==> src/rtl/me_pkg.sv <==
// me_pkg: shared sizes, counter limits and state encoding for the motion-estimation controller.
// Holds no logic; me_control, me_pe_decode and me_control_if import it.
package me_pkg;
    localparam int NUM_PE     = 16;
    localparam int DIST_W     = 8;
    localparam int VEC_W      = 4;
    localparam int LAST_COUNT = 4111;
    localparam int CNT_W      = 13;
    localparam int ADDR_R_W   = 8;
    localparam int ADDR_S_W   = 10;
    typedef enum logic [1:0] {IDLE, RUN, DONE} meStateT;
endpackage

==> src/rtl/me_control_if.sv <==
// me_control_if: start/hold request pair plus the memory-address, PE-steering and comparator signals.
// master: the controller (takes start/hold, drives everything else); slave: memories, PE array, comparator.
interface me_control_if;
    import me_pkg::*;
    logic                  start;
    logic                  hold;
    logic                  busy;
    logic                  done;
    logic [ADDR_R_W-1:0]   AddressR;
    logic [ADDR_S_W-1:0]   AddressS1;
    logic [ADDR_S_W-1:0]   AddressS2;
    logic [NUM_PE-1:0]     S1S2mux;
    logic                  CompStart;
    logic [NUM_PE-1:0]     PEready;
    logic [VEC_W-1:0]      vectorX;
    logic [VEC_W-1:0]      vectorY;
    modport master (
        input  start, hold,
        output busy, done, AddressR, AddressS1, AddressS2, S1S2mux, CompStart, PEready, vectorX, vectorY
    );
    modport slave (
        output start, hold,
        input  busy, done, AddressR, AddressS1, AddressS2, S1S2mux, CompStart, PEready, vectorX, vectorY
    );
endinterface

==> src/rtl/me_pe_decode.sv <==
// me_pe_decode: per-PE source select and distortion-ready strobe decoded from the low count bits.
// Ports: countLow (count[7:0]), compStart, hold in; s1s2Mux, peReady out (NUM_PE bits each).
module me_pe_decode import me_pkg::*; #(
    parameter int NUM_PE = me_pkg::NUM_PE
) (
    input  logic [7:0]        countLow,
    input  logic              compStart,
    input  logic              hold,
    output logic [NUM_PE-1:0] s1s2Mux,
    output logic [NUM_PE-1:0] peReady
);
    // PE i switches to S1 once the column index reaches i; it finishes a
    // distortion on row-cycle i of every row after the first.
    always_comb begin
        for (int i = 0; i < NUM_PE; i++) begin
            s1s2Mux[i] = countLow[3:0] >= 4'(i);
            peReady[i] = compStart && !hold && countLow == 8'(i);
        end
    end
endmodule

==> src/rtl/me_control.sv <==
// me_control: sequences one full-search block match (IDLE -> RUN -> DONE) and decodes memory addresses,
// PE steering, comparator start and motion vectors from a 13-bit cycle counter.
// Ports: clock, reset_n (sync, active-low); bus (me_control_if.master) carries start/hold in and all outputs.
module me_control import me_pkg::*; #(
    parameter int NUM_PE     = me_pkg::NUM_PE,
    parameter int DIST_W     = me_pkg::DIST_W,
    parameter int LAST_COUNT = me_pkg::LAST_COUNT
) (
    input  logic         clock,
    input  logic         reset_n,
    me_control_if.master bus
);
    // Lanes are addressed by count[3:0], so more than 16 PEs cannot be served.
    if (NUM_PE < 1 || NUM_PE > 16 || DIST_W < 1 || LAST_COUNT >= 2**CNT_W) begin : gBadParams
        $error("me_control: unsupported parameter set");
    end

    meStateT             state, stateNext;
    logic [CNT_W-1:0]    count, countNext;
    logic                run;
    logic                compStart;
    logic [4:0]          blockSum;
    logic [ADDR_S_W-1:0] addrS1;
    logic [NUM_PE-1:0]   s1s2Mux;
    logic [NUM_PE-1:0]   peReady;

    always_ff @(posedge clock) begin
        if (!reset_n) begin
            state <= IDLE;
            count <= '0;
        end else begin
            state <= stateNext;
            count <= countNext;
        end
    end

    // hold freezes both counter and state, so it wins over the final-count exit.
    always_comb begin
        stateNext = state;
        countNext = count;
        case (state)
            IDLE: if (bus.start) begin
                stateNext = RUN;
                countNext = '0;
            end
            RUN: if (!bus.hold) begin
                countNext = count + 1'b1;
                stateNext = count == CNT_W'(LAST_COUNT) ? DONE : RUN;
            end
            default: stateNext = IDLE;
        endcase
    end

    assign run       = state == RUN;
    assign compStart = run && count >= CNT_W'(256);
    // Search window rows are 32 pixels wide: row = ref row + candidate row, column offset = count[3:0].
    assign blockSum  = {1'b0, count[11:8]} + {1'b0, count[7:4]};
    assign addrS1    = {blockSum, 5'd0} + ADDR_S_W'(count[3:0]);

    me_pe_decode #(.NUM_PE(NUM_PE)) peDecode (
        .countLow  (count[7:0]),
        .compStart (compStart),
        .hold      (bus.hold),
        .s1s2Mux   (s1s2Mux),
        .peReady   (peReady)
    );

    assign bus.busy      = run;
    assign bus.done      = state == DONE;
    assign bus.AddressR  = run ? count[7:0] : '0;
    assign bus.AddressS1 = run ? addrS1 : '0;
    assign bus.AddressS2 = run ? addrS1 + ADDR_S_W'(16) : '0;
    assign bus.S1S2mux   = run ? s1s2Mux : '0;
    assign bus.CompStart = compStart;
    assign bus.PEready   = peReady;
    assign bus.vectorX   = run ? count[3:0] : '0;
    // Distortions appear one row late; (count[12:8]-1) mod 16 equals count[11:8]-1 mod 16.
    assign bus.vectorY   = run ? count[11:8] - 4'd1 : '0;
endmodule

==> src/flat_wrapper.sv <==
// flat-port wrapper written by rule: the top's interface ports become plain ports
module me_control_flat import me_pkg::*;
#(
    parameter int NUM_PE     = me_pkg::NUM_PE,
    parameter int DIST_W     = me_pkg::DIST_W,
    parameter int LAST_COUNT = me_pkg::LAST_COUNT
)
  (clock, reset_n, bus_start, bus_hold, bus_busy, bus_done, bus_AddressR, bus_AddressS1, bus_AddressS2, bus_S1S2mux, bus_CompStart, bus_PEready, bus_vectorX, bus_vectorY);
  me_control_if bus_i ();
  input  logic clock;
  input  logic reset_n;
  input wire logic [$bits(bus_i.start)-1:0] bus_start;
  input wire logic [$bits(bus_i.hold)-1:0] bus_hold;
  output wire logic [$bits(bus_i.busy)-1:0] bus_busy;
  output wire logic [$bits(bus_i.done)-1:0] bus_done;
  output wire logic [$bits(bus_i.AddressR)-1:0] bus_AddressR;
  output wire logic [$bits(bus_i.AddressS1)-1:0] bus_AddressS1;
  output wire logic [$bits(bus_i.AddressS2)-1:0] bus_AddressS2;
  output wire logic [$bits(bus_i.S1S2mux)-1:0] bus_S1S2mux;
  output wire logic [$bits(bus_i.CompStart)-1:0] bus_CompStart;
  output wire logic [$bits(bus_i.PEready)-1:0] bus_PEready;
  output wire logic [$bits(bus_i.vectorX)-1:0] bus_vectorX;
  output wire logic [$bits(bus_i.vectorY)-1:0] bus_vectorY;
  assign bus_i.start = bus_start;
  assign bus_i.hold = bus_hold;
  assign bus_busy = bus_i.busy;
  assign bus_done = bus_i.done;
  assign bus_AddressR = bus_i.AddressR;
  assign bus_AddressS1 = bus_i.AddressS1;
  assign bus_AddressS2 = bus_i.AddressS2;
  assign bus_S1S2mux = bus_i.S1S2mux;
  assign bus_CompStart = bus_i.CompStart;
  assign bus_PEready = bus_i.PEready;
  assign bus_vectorX = bus_i.vectorX;
  assign bus_vectorY = bus_i.vectorY;
  me_control #(.NUM_PE(NUM_PE), .DIST_W(DIST_W), .LAST_COUNT(LAST_COUNT)) u_core (.clock(clock), .reset_n(reset_n), .bus(bus_i));
endmodule
==> config.mk <==
export PLATFORM = sky130hd
export DESIGN_NAME = me_control_flat
export DESIGN_NICKNAME = d
export VERILOG_FILES = /design/src/rtl/me_pkg.sv /design/src/rtl/me_control_if.sv /design/src/rtl/me_pe_decode.sv /design/src/rtl/me_control.sv /design/src/flat_wrapper.sv
export SDC_FILE = /design/constraint.sdc
export NUM_CORES = 1
export LEC_CHECK = 0
export ABC_AREA = 1
export BUFFER_PORTS_ARGS = -buffer_cell sky130_fd_sc_hd__buf_4
export CORE_ASPECT_RATIO = 0.9
export CORE_MARGIN = 5
export CORE_UTILIZATION = 50
export DETAILED_ROUTE_END_ITERATION = 7
export HOLD_SLACK_MARGIN = 0.05
export PLACE_DENSITY = 0.95
export SETUP_SLACK_MARGIN = 0.1
export SLEW_MARGIN = 20
export SYNTH_ARGS = -nofsm -noshare
export SYNTH_HDL_FRONTEND = slang
export SYNTH_SLANG_ARGS = --single-unit
export TNS_END_PERCENT = 1
==> constraint.sdc <==
create_clock -name clock -period 3.5 [get_ports clock]
set_clock_uncertainty 0.05 [all_clocks]
set_input_delay 0.875 -clock clock [delete_from_list [all_inputs] [get_ports clock]]
set_output_delay 0.875 -clock clock [all_outputs]
set_load 0.005 [all_outputs]
==> results.sh <==
export IMPL_gr_usage_all_layers_pct=19.0
export IMPL_drive_above_1_share_pct=28.8
export IMPL_cts_tree="built"
export IMPL_power_leakage_nw=1.05
export IMPL_cts_setup_buffers=0
export IMPL_coreArea_um2=3040
export IMPL_syn_num_nets=278
export IMPL_grt_first_pass_wirelength_mm=7.02
export IMPL_slowest_stage="nand3b_2"
export IMPL_cts_buffers=3
export IMPL_synthDistinctLibCells=27
export IMPL_critPathCaptureType="primary output"
export IMPL_wl_mm=4.40
export IMPL_clk_latency_ns=0.29
export IMPL_grt_pass1_vias=1540
export IMPL_gp_congestion=0.893
export IMPL_cap_violations=0
export IMPL_syn_area_um2=1570
export IMPL_dpl_instance_area_um2=1980
export IMPL_die_h_um=63.2
export IMPL_synth_seq_area_share_pct=19.1
export IMPL_slew_violations=0
export IMPL_crit_type="in2out"
export IMPL_min_period_ns=2.81
export IMPL_num_antenna_cells=0
export IMPL_fp_row_count=19
export IMPL_ant_nets=0
export IMPL_syn2layout_area_growth_pct=27.6
export IMPL_design_area_um2=2010
export IMPL_outcome="completed"
export IMPL_fmax_ghz=0.356
export IMPL_syn_inst=262
export IMPL_cts_resized=0
export IMPL_synth_top_area_share_pct=19.1
export IMPL_cp_top_family="simple AND/OR/NAND/NOR gates"
export IMPL_final_common_cell="buf_4"
export IMPL_powerDensity_nw_per_um2=178
export IMPL_critPathBufInv=4
export IMPL_cts_hold_buf=0
export IMPL_htree_levels=1
export IMPL_hold_violations=0
export IMPL_ys_warn_count=0
export IMPL_cp_arrival_ns=1.88
export IMPL_irDropWorstVdd_mv=0.208
export IMPL_drt_pass1_iterations=4
export IMPL_antenna_found_initial=0
export IMPL_setup_viol=0
export IMPL_fin_nets=330
export IMPL_layout_common_cells="buf_4, nor2_1, nand2_1, inv_1, dfxtp_1"
export IMPL_avgSynthCellArea_um2=6.00
export IMPL_via_count=1789
export IMPL_worst_slack_ns=0.694
export IMPL_io_buffers=73
export IMPL_grt_start_max_net_pins=16
export IMPL_drc=0
export IMPL_hp_class="reg2reg"
export IMPL_cts_root_buf="clkbuf_4"
export IMPL_finalSetupTns_ns=0
export IMPL_dieWidth_um=69.1
export IMPL_synth_area_leaders="dfxtp_1, nor2_1, nand2_1"
export IMPL_synth_seq_cells=15
export IMPL_crit_fanout=8
export IMPL_fin_crit_sh_pct=80.2
export IMPL_synth_area_leader_cell="dfxtp_1"
export IMPL_die_area_um2=4370
export IMPL_hold_slack_ns=0.513
export IMPL_start_util_pct=51.7
export IMPL_overflow=0
export IMPL_ios=75
export IMPL_wl_per_cell_um=12.4
export IMPL_fill_cells=295
export IMPL_crit_top_cell="buf_4"
export IMPL_viasPerCell=5.04
export IMPL_dp_hpwl_mm=3.57
export IMPL_preCtsSetupSlack_ns=0.722
export IMPL_path_cells="buf_4 -> nand3b_2 -> inv_1 -> nand2_2 -> inv_2 -> nand2_1 -> nor2_1 -> buf_4"
export IMPL_worstPathRequired_ns=2.57
export IMPL_drt_iter0_markers=140
export IMPL_crit_path_start_kind="primary input"
export IMPL_cts_buffer_depth=2
export IMPL_slowest_delay_ns=0.24
export IMPL_rsz0062_at_grt="no"
export IMPL_cts_sinks=15
export IMPL_clk_pin_slew_ns=0.09
-- flip-flops by register name, summed over array words and instances (netlist names) --
signal        count
u_core.count     13
u_core.state      2
-- worst min-delay path, cell delays in order (launching register included) --
cell,delay (ns)
dfxtp_1,0.33
inv_1,0.07
o21ai_1,0.07
nor2_1,0.07
-- layer usage --
metal / wire length [um] / part of all wire, % / vias up / global-route usage [%]
met4: 31 / 0.71 / 0 / 4.88
met1: 1880 / 43 / 795 / 24.0
met2: 2090 / 48 / 87 / 31.5
met5: 0 / 0 / - / 0
li1: - / - / 901 / -
met3: 396 / 9.0 / 6 / 5.41
-- path summary, 6_finish.rpt --
path	from	end	slack, ns	cells past startpoint
setup / recovery	bus_hold	bus_PEready[1]	0.69	8
hold / removal	u_core.count[12]	u_core.count[12]	0.51	3
setup reg to reg	u_core.count[1]	u_core.count[10]	1.89	6
hold reg to reg	u_core.count[12]	u_core.count[12]	0.51	3
-- area by class of cell --
cell class	count	area, um2	share of cell area (%)
Multi-Input combinational cell	178	915	45.6
Timing Repair Buffer	74	556	27.7
Sequential cell	15	300	15.0
Inverter	42	158	7.86
Tap cell	42	52.6	2.62
Clock buffer	4	26.3	1.31
-- kinds of logic (layout without fill, tap and decap cells) --
| family | count (synthesis) | count (layout) | share of synthesized area [%] |
|---|---|---|---|
| DFF | 15 | 15 | 19.1 |
| adders and majority gates | 12 | 12 | 10.0 |
| other | 1 | 1 | 0.238 |
| buffers and inverters | 69 | 120 | 22.8 |
| and+or+nand+nor | 136 | 136 | 38.1 |
| AOI/OAI and AO/OA | 29 | 29 | 9.79 |
-- where the power goes --
group / leakage (nW) / switching (mW) / internal [mW] / total [mW]
clock network: 0.0150 / 0.0580 / 0.0443 / 0.102
logic: 0.914 / 0.0479 / 0.0302 / 0.0781
registers: 0.122 / 0.00387 / 0.174 / 0.177
-- stage by stage --
stage / power [mW] / util [%] / cells
detailed placement: 0.259 / 65.1 / 351
global placement: 0.258 / 65.1 / 351
CTS: 0.360 / 66.0 / 355
global route: 0.378 / 66.0 / 355
finish: 0.358 / 66.0 / 355
floorplan: 0.235 / - / 262
-- cell usage after synthesis --
master,instances
clkbuf_1,2
buf_4,22
conb_1,1
fa_1,1
buf_2,1
dfxtp_1,15
nand2_1,46
nand4_1,3
a21o_1,1
nand3_2,3
nand3b_2,1
nor3_2,2
nor2_4,1
o21ai_1,1
a21oi_1,13
o31ai_1,1
nand3_1,11
nor2_1,55
buf_6,2
inv_2,4
inv_1,38
nand2_2,2
nor3_1,11
o21ai_0,10
a31oi_1,3
and2_1,1
ha_1,11
No activity file was read; power rests on OpenSTA's default activity.
